===== config.mk =====
export PLATFORM = sky130hd
export DESIGN_NAME = alu_writeback
export DESIGN_NICKNAME = d
export VERILOG_FILES = /design/src/rtl/alu_writeback.sv
export SDC_FILE = /design/constraint.sdc
export NUM_CORES = 1
export LEC_CHECK = 0
export ABC_AREA = 1
export CAP_MARGIN = 15
export CELL_PAD_IN_SITES_DETAIL_PLACEMENT = 0
export CELL_PAD_IN_SITES_GLOBAL_PLACEMENT = 2
export CORE_ASPECT_RATIO = 0.6
export CORE_UTILIZATION = 33
export CTS_CLUSTER_SIZE = 12
export DETAILED_ROUTE_END_ITERATION = 12
export GPL_TIMING_DRIVEN = 0
export PLACE_DENSITY = 0.86
export SLEW_MARGIN = 20
export SYNTH_ARGS = -nofsm -noshare
export SYNTH_HDL_FRONTEND = slang
export SYNTH_SLANG_ARGS = --single-unit

===== constraint.sdc =====
create_clock -name i_clk -period 7.6 [get_ports i_clk]
set_clock_uncertainty 0.1 [all_clocks]
set_input_delay 1.52 -clock i_clk [delete_from_list [all_inputs] [get_ports i_clk]]
set_output_delay 1.52 -clock i_clk [all_outputs]
set_load 0.1 [all_outputs]

===== src/rtl/alu_writeback.sv =====
// -----------------------------------------------------------------------------
// alu_writeback
//
// Writeback stage sitting directly behind the multiply/divide ALU. Each ALU
// result (data, flag vector, destination register index) is accepted through a
// valid/ready handshake and buffered in a 2-entry FIFO. The FIFO head is
// presented to the register-file write port. The stage also owns the
// architectural flags register (fed back to the ALU FlagsIn) and a sticky
// arithmetic-error indicator.
//
// Parameters
//   l        data and flag width
//   NoFlags  number of defined flag bits
//            bit 0 mult overflow, bit 1 div remainder,
//            bit 2 div by zero,   bit 3 div overflow
//
// Ports
//   i_clk            clock, all state changes on the rising edge
//   i_reset          synchronous active-high reset
//   i_in_valid       ALU result valid
//   o_in_ready       stage can accept (decoded from registered count only)
//   i_in_r           ALU result
//   i_in_flags       ALU FlagsOut
//   i_in_rd          destination register index
//   i_flags_clear    clear flags register and sticky error
//   o_flags_reg      architectural flags, feeds ALU FlagsIn
//   o_sticky_error   overflow / divide-by-zero seen since last clear
//   o_out_valid      head entry valid
//   i_out_ready      register file consumes the head entry
//   o_out_data       head result
//   o_out_rd         head destination index
//   o_out_flags      flag snapshot stored with the head entry
//   o_retire_count   number of pops, wraps modulo 2^l
// -----------------------------------------------------------------------------
module alu_writeback #(
   parameter int l       = 16,
   parameter int NoFlags = 4
) (
   input  logic         i_clk,
   input  logic         i_reset,
   // ALU side
   input  logic         i_in_valid,
   output logic         o_in_ready,
   input  logic [l-1:0] i_in_r,
   input  logic [l-1:0] i_in_flags,
   input  logic [3:0]   i_in_rd,
   // flags control
   input  logic         i_flags_clear,
   output logic [l-1:0] o_flags_reg,
   output logic         o_sticky_error,
   // register-file side
   output logic         o_out_valid,
   input  logic         i_out_ready,
   output logic [l-1:0] o_out_data,
   output logic [3:0]   o_out_rd,
   output logic [l-1:0] o_out_flags,
   output logic [l-1:0] o_retire_count
);

   // Overflow (bit 0), divide-by-zero (bit 2) and divide overflow (bit 3)
   // are errors; a division remainder (bit 1) is a normal outcome.
   function automatic logic f_arith_err(input logic [l-1:0] flags);
      return flags[0] | flags[2] | flags[3];
   endfunction

   // ------------------------------------------------------------------
   // State
   // ------------------------------------------------------------------
   logic [l-1:0]       r_mem_data  [2];
   logic [l-1:0]       r_mem_flags [2];
   logic [3:0]         r_mem_rd    [2];
   logic               r_wr_ptr;
   logic               r_rd_ptr;
   logic [1:0]         r_count;
   logic [NoFlags-1:0] r_flags;
   logic               r_sticky;
   logic [l-1:0]       r_retire;

   // ------------------------------------------------------------------
   // Next-state wires
   // ------------------------------------------------------------------
   logic               w_in_ready;
   logic               w_out_valid;
   logic               w_push;
   logic               w_pop;
   logic               w_wr_ptr_nxt;
   logic               w_rd_ptr_nxt;
   logic [1:0]         w_count_nxt;
   logic [NoFlags-1:0] w_flags_nxt;
   logic               w_sticky_nxt;
   logic [l-1:0]       w_retire_nxt;

   // Handshake decode; both sides look only at registered count so there is
   // no combinational path from i_out_ready to o_in_ready.
   always_comb begin
      w_in_ready  = (r_count != 2'd2);
      w_out_valid = (r_count != 2'd0);
      w_push      = i_in_valid & w_in_ready;
      w_pop       = w_out_valid & i_out_ready;
   end

   // FIFO pointer and occupancy update; 1-bit pointers wrap naturally.
   always_comb begin
      w_wr_ptr_nxt = r_wr_ptr;
      w_rd_ptr_nxt = r_rd_ptr;
      w_count_nxt  = r_count;
      if (w_push) begin
         w_wr_ptr_nxt = ~r_wr_ptr;
      end else begin
         w_wr_ptr_nxt = r_wr_ptr;
      end
      if (w_pop) begin
         w_rd_ptr_nxt = ~r_rd_ptr;
      end else begin
         w_rd_ptr_nxt = r_rd_ptr;
      end
      case ({w_push, w_pop})
         2'b10:   w_count_nxt = r_count + 2'd1;
         2'b01:   w_count_nxt = r_count - 2'd1;
         // push+pop (only possible at count 1) or idle: occupancy unchanged
         default: w_count_nxt = r_count;
      endcase
   end

   // Flags register and sticky error; a push in the same cycle as a clear
   // takes priority, so freshly produced flags are never lost.
   always_comb begin
      w_flags_nxt  = r_flags;
      w_sticky_nxt = r_sticky;
      if (w_push) begin
         w_flags_nxt = i_in_flags[NoFlags-1:0];
      end else if (i_flags_clear) begin
         w_flags_nxt = {NoFlags{1'b0}};
      end else begin
         w_flags_nxt = r_flags;
      end
      if (w_push && f_arith_err(i_in_flags)) begin
         w_sticky_nxt = 1'b1;
      end else if (i_flags_clear) begin
         w_sticky_nxt = 1'b0;
      end else begin
         w_sticky_nxt = r_sticky;
      end
   end

   // Retire counter, free-running modulo 2^l.
   always_comb begin
      w_retire_nxt = r_retire;
      if (w_pop) begin
         w_retire_nxt = r_retire + l'(1);
      end else begin
         w_retire_nxt = r_retire;
      end
   end

   // Control state registers.
   always_ff @(posedge i_clk) begin
      if (i_reset) begin
         r_wr_ptr <= 1'b0;
         r_rd_ptr <= 1'b0;
         r_count  <= 2'd0;
         r_flags  <= {NoFlags{1'b0}};
         r_sticky <= 1'b0;
         r_retire <= {l{1'b0}};
      end else begin
         r_wr_ptr <= w_wr_ptr_nxt;
         r_rd_ptr <= w_rd_ptr_nxt;
         r_count  <= w_count_nxt;
         r_flags  <= w_flags_nxt;
         r_sticky <= w_sticky_nxt;
         r_retire <= w_retire_nxt;
      end
   end

   // FIFO storage; an entry is written once at push and never touched while
   // buffered, so the stored flags remain the push-time snapshot.
   always_ff @(posedge i_clk) begin
      if (i_reset) begin
         for (int i = 0; i < 2; i++) begin
            r_mem_data[i]  <= {l{1'b0}};
            r_mem_flags[i] <= {l{1'b0}};
            r_mem_rd[i]    <= 4'd0;
         end
      end else if (w_push) begin
         r_mem_data[r_wr_ptr]  <= i_in_r;
         r_mem_flags[r_wr_ptr] <= i_in_flags;
         r_mem_rd[r_wr_ptr]    <= i_in_rd;
      end else begin
         r_mem_data[r_wr_ptr]  <= r_mem_data[r_wr_ptr];
         r_mem_flags[r_wr_ptr] <= r_mem_flags[r_wr_ptr];
         r_mem_rd[r_wr_ptr]    <= r_mem_rd[r_wr_ptr];
      end
   end

   // Outputs are pure decodes of registered state (no input-to-output path).
   always_comb begin
      o_in_ready     = w_in_ready;
      o_out_valid    = w_out_valid;
      o_out_data     = r_mem_data[r_rd_ptr];
      o_out_rd       = r_mem_rd[r_rd_ptr];
      o_out_flags    = r_mem_flags[r_rd_ptr];
      o_flags_reg    = {{(l-NoFlags){1'b0}}, r_flags};
      o_sticky_error = r_sticky;
      o_retire_count = r_retire;
   end

endmodule


==> impl_metrics.tcl <==
set metrics [dict create \
    status "completed" \
    syn_avg_cell_area_um2 10.7 \
    synth-edff-count 72 \
    grt_max_degree 21 \
    setup_viol 0 \
    cellPowerDensity_nw_per_um2 315 \
    cap_viol_max_count 0 \
    drc 0 \
    viasPerCell 4.39 \
    drive_gt1_frac 0.186 \
    yosysSeqAreaShare 0.610 \
    antenna_found_initial 0 \
    die_area_um2 13800 \
    dp_cells 692 \
    initial_core_util 0.340 \
    first_iter_violations 147 \
    post-synth-top-count-cell "nor2_1" \
    critPathBufInv 3 \
    gp_congestion 0.777 \
    tns_ns 0 \
    cp-start-kind "flip-flop" \
    synth-seq-cells 98 \
    netlist_top_cells_count "86 x nor2_1, 72 x edfxtp_1, 53 x inv_1" \
    r2r_cells 9 \
    fin_area_um2 6000 \
    slew_headroom 0.318 \
    routedWlPerCell_um 13.7 \
    gr-total-overflow 0 \
    cts_root_buf "clkbuf_16" \
    vias 3107 \
    path_delay_family "buffers and inverters" \
    cts_buffers 9 \
    ir_worst_vdd_mv 0.129 \
    finalMaxSlewViolations 0 \
    slowest_stage "clkdlybuf4s50_1" \
    die_w_um 151 \
    cts.sinks 98 \
    worstPathMaxFanout 10 \
    final_nets 575 \
    min_period_over_period 0.584 \
    min_path_cells 1 \
    worst_ep_required_time_ns 5.98 \
    hold_slack_ns 0.352 \
    n_antenna_cell 0 \
    clk_pin_slew_ns 0.07 \
    port_buffers 99 \
    rrSetupSlack_ns 5.04 \
    n_fill_cell 1216 \
    grt_pass1_vias 2997 \
    hp-start "r_rd_ptr$_SDFFE_PP0P_" \
    hold_path.class "reg2reg" \
    cts_tree "yes" \
    finalHoldViolCount 0 \
    arrival_ns 2.82 \
    critPathCaptureType "primary output" \
    clock_path_buffers 2 \
    insertion_delay_ns 0.34 \
    crit_chain "clkbuf_1 > buf_2 > mux2_2 > clkdlybuf4s50_1" \
    max_freq_mhz 225 \
    postSynth.asyncResetShare 0 \
    area_growth_pct 36.4 \
    hpwl_mm 6.93 \
    cts_max_level 3 \
    worstSetupPathDepth 4 \
    place_area_um2 5710 \
    yosys.area.top_type_share 0.491 \
    drt-total-wl_mm 9.69 \
    timing.rr.end "r_mem_data[1][15]$_SDFFCE_PN0P_" \
    syn_area_um2 4400 \
    chipHeight_um 91.4 \
    synth_cell_types 30 \
    slowest_delay_ns 0.97 \
    hold_buffers 0 \
    grtUsageTotal 0.147 \
    ys.warnings.count 0 \
    reg2reg_from "r_count[1]$_SDFFE_PP0P_" \
    synth_top_cell_by_area "edfxtp_1" \
    drtAntennaViolNets 0 \
    p_leak_nw 2.41 \
    worstSetupPathType "reg2out" \
    ios 112 \
    syn_inst 410 \
    rsz0062_at_grt "false" \
    ctsResizeCount 0 \
    core_um2 12900 \
    rows 32 \
    ys.flop_type "edfxtp_1" \
    holdPathEnd "r_rd_ptr$_SDFFE_PP0P_" \
    grt_pass1_wl_mm 15.2 \
    dr.pass1.iters 4 \
    stdcell_count 708 \
    worstMarginPinSlew_ns 1.02 \
    post-cts-setup-buffers 0 \
    yosys-top-cells-area "edfxtp_1 49%, dfxtp_1 12%, mux2_2 9.2%, nor2_1 7.3%, inv_1 4.5%" \
    period_minus_slack_ns 4.44 \
]
[routing by layer]
| layer | vias up | wire (µm) | track usage |
|---|---|---|---|
| met5 | - | 0 | 0 |
| met4 | 0 | 85 | 0.0400 |
| met3 | 7 | 446 | 0.0402 |
| met2 | 89 | 4120 | 0.218 |
| met1 | 1455 | 5030 | 0.210 |
| li1 | 1556 | - | - |
[cell type report]
| type | count | area [µm²] | share of cell area |
|---|---|---|---|
| repair buffers | 101 | 1050 | 0.174 |
| inverters | 55 | 208 | 0.0346 |
| clock inverters | 6 | 66.3 | 0.0111 |
| plain buffers | 25 | 174 | 0.0290 |
| flip-flops and latches | 98 | 2680 | 0.447 |
| multi-input cells | 243 | 1380 | 0.230 |
| clock buffers | 10 | 229 | 0.0382 |
| well taps | 170 | 213 | 0.0354 |
[kinds of logic (layout without fill, tap and decap cells)]
family          after synthesis  in the layout  synth area share
simple gates                164            164             0.170
buf+inv                      80            197            0.0867
xor+xnor                      3              3           0.00597
compound gates               27             27            0.0316
other cells                   1             12          0.000852
flops                        98             98             0.610
mux                          36             36            0.0921
fa+ha+maj                     1              1           0.00284
[how the worst max path moves through the flow]
stage | from | end | slack [ns]
after floorplan | i_in_valid | r_mem_data[0][0]$_SDFFCE_PN0P_ | 4.05
after global placement | i_reset | r_mem_data[1][8]$_SDFFCE_PN0P_ | 2.54
after detailed placement | i_reset | r_mem_flags[1][0]$_SDFFCE_PN0P_ | 3.29
after CTS | flip-flop | o_out_data[3] | 3.11
after global routing | flip-flop | o_out_data[3] | 3.01
final | flip-flop | o_out_data[7] | 3.16
[flip-flops by register name, summed over array words and instances (netlist names), named ones only]
register / cells
o_retire_count: 16
o_sticky_error: 1
r_count: 2
r_flags: 4
r_mem_data: 32
r_mem_flags: 32
r_mem_rd: 8
r_rd_ptr: 1
r_wr_ptr: 1
[power by group]
| group | switching, mW | internal (mW) | total [mW] | leakage, nW |
|---|---|---|---|---|
| logic | 0.588 | 0.196 | 0.784 | 1.31 |
| registers | 0.0220 | 0.639 | 0.661 | 0.964 |
| clock network | 0.193 | 0.256 | 0.448 | 0.137 |
[placed cells by master (no fill, tap or decap), types with 3 or more instances in the layout]
cell and count:
a21oi_1 10, nand2_2 4, nor2_4 8, clkbuf_1 4
dfxtp_1 26, nand2_1 32, buf_2 7, clkbuf_16 9
mux2_2 36, inv_1 53, nor2_2 11, xor2_1 3
nor3_1 3, conb_1 12, nor2_1 86, nand3_1 15
buf_4 12, edfxtp_1 72, o21ai_0 14, clkdlybuf4s50_1 99
[per-stage QoR]
step           setup WS (ns)   util  power, mW
2_1_floorplan           4.05      -       1.28
3_3_place_gp            2.54  0.437       1.45
3_5_place_dp            3.29  0.441       1.46
4_1_cts                 3.11  0.464       1.91
5_1_grt                 3.01  0.464       1.96
6_report                3.16  0.464       1.89
Power figures use the tool's default switching activity.
==> RTL change: new RTL, same settings <==
Reset style: asynchronous (`i_reset`), changed in 2 clocked blocks. Comments in the files are not updated.
--- a/src/rtl/alu_writeback.sv
+++ b/src/rtl/alu_writeback.sv
@@ -156,3 +156,3 @@
    // Control state registers.
-   always_ff @(posedge i_clk) begin
+   always_ff @(posedge i_clk or posedge i_reset) begin
       if (i_reset) begin
@@ -176,3 +176,3 @@
    // buffered, so the stored flags remain the push-time snapshot.
-   always_ff @(posedge i_clk) begin
+   always_ff @(posedge i_clk or posedge i_reset) begin
       if (i_reset) begin
Formal check against the unedited RTL: differs if i_reset is asserted again (counterexample within 4 cycles, from zero or initial values and one cycle with i_reset high); with i_reset held inactive, the same outputs for 4 cycles.
==> RTL change against the unedited design <==
Routed wire length up 30%; synthesized area is 2.5% higher; sequential cell count down 1; cell area rose by 1.9%; fmax is 4.5% lower; first-iteration DRC count increased by 100%; setup slack lost 210 ps.
Power is left out: the tool's default activity adds up to more than one toggle a clock period on the data nets, which glitch-free logic cannot reach.
==> RTL change: results <==
# TYPE chip_impl_metric gauge
chip_impl_info{name="crit_end",value="o_out_flags[2]"} 1
chip_impl_metric{name="r2r_slack",unit="ps"} 5650
chip_impl_metric{name="layout.nonclk_buf_share",unit="%"} 20.1
chip_impl_info{name="crit-reg2reg-capture",value="r_count[1]"} 1
chip_impl_metric{name="clk_share",unit="%"} 5.40
chip_impl_metric{name="synth-async-reset-ratio",unit="%"} 100
chip_impl_metric{name="timing.slew.headroom",unit="%"} 32.5
chip_impl_metric{name="met2RoutedLength",unit="um"} 5100
chip_impl_info{name="synth_area_leaders",value="sky130_fd_sc_hd__dfrtp_1 (54%), sky130_fd_sc_hd__nand2_1 (16%), sky130_fd_sc_hd__o21ai_0 (13%)"} 1
chip_impl_metric{name="grt_pass1_wl",unit="um"} 20500
chip_impl_metric{name="post_drt_via_cell_ratio",unit=""} 4.67
chip_impl_info{name="crit-reg2reg-launch",value="r_count[0]"} 1
chip_impl_metric{name="holdPathStages",unit=""} 2
chip_impl_metric{name="worst-endpoint-arrival",unit="ps"} 3030
chip_impl_metric{name="r2r_worst_path_depth",unit=""} 8
chip_impl_metric{name="multiInputCombCellCount",unit=""} 366
chip_impl_metric{name="yosysSeqAreaShare",unit="%"} 53.8
chip_impl_info{name="min_delay_worst_endpoint",value="r_mem_data[0]"} 1
chip_impl_metric{name="postPlaceCellArea",unit="um^2"} 5790
chip_impl_metric{name="clock_buffers",unit=""} 13
chip_impl_metric{name="count_of_plain_and_timing_repair_buffers_in_the_layout",unit=""} 137
chip_impl_metric{name="routed_length_on_met3",unit="um"} 656
chip_impl_metric{name="firstDrtPassIters",unit=""} 5
chip_impl_metric{name="drt_wl_total",unit="um"} 12600
chip_impl_metric{name="number_of_global_route_vias_before_repair",unit=""} 3766
chip_impl_metric{name="grt_usage",unit="%"} 19.0
chip_impl_metric{name="multiInputGateArea",unit="um^2"} 1710
chip_impl_metric{name="m1WireLength",unit="um"} 6760
chip_impl_metric{name="grt_start_max_net_pins",unit=""} 76
chip_impl_info{name="outcome",value="completed"} 1
chip_impl_metric{name="drive_above_1_share",unit="%"} 7.62
chip_impl_metric{name="inverters_excl_clock",unit=""} 54
chip_impl_metric{name="seq-cell-share",unit="%"} 39.7
chip_impl_info{name="yosys-top-cells-count",value="sky130_fd_sc_hd__nand2_1 (187), sky130_fd_sc_hd__o21ai_0 (114), sky130_fd_sc_hd__dfrtp_1 (97)"} 1
-- RTL change: cell types whose count changed after synthesis, moves of 10 or more --
cell / before / now
sky130_fd_sc_hd__clkbuf_1: 3 / 13
sky130_fd_sc_hd__dfrtp_1: 0 / 97
sky130_fd_sc_hd__dfxtp_1: 26 / 0
sky130_fd_sc_hd__edfxtp_1: 72 / 0
sky130_fd_sc_hd__mux2_2: 36 / 0
sky130_fd_sc_hd__nand2_1: 34 / 187
sky130_fd_sc_hd__nor2_1: 86 / 15
sky130_fd_sc_hd__o21ai_0: 14 / 114
-- RTL change: cell families after synthesis --
kind of cell | after synthesis | share of synthesized area, %
compound gates | 116 | 12.9
xor+xnor | 11 | 2.14
fa+ha+maj | 2 | 0.555
buf+inv | 91 | 9.21
flops | 97 | 53.8
other cells | 1 | 0.0832
simple gates | 225 | 21.3
-- RTL change: stage by stage --
step / hold slack (ps) / util [%] / worst slack [ps] / instances
2_1_floorplan: 365 / - / 3120 / 554
3_3_place_gp: 379 / 44.0 / 1790 / 823
3_5_place_dp: 389 / 44.2 / 3320 / 824
4_1_cts: 407 / 46.7 / 2920 / 839
5_1_grt: 427 / 46.7 / 2740 / 839
6_report: 400 / 46.7 / 2950 / 839
-- RTL change: worst max-delay path: cells and delay by family, from the launching register on --
family	cells	cell delay, ps
buffers and inverters	3	2120
AO/OA/AOI/OAI	1	160
flip-flops	1	320
AND/OR/NAND/NOR	1	80
-- RTL change: routing by layer --
layer	vias to the layer above	track usage, %
met2	123	26.5
li1	1930	-
met1	1859	29.0
met4	0	4.55
met5	-	0
met3	7	4.49
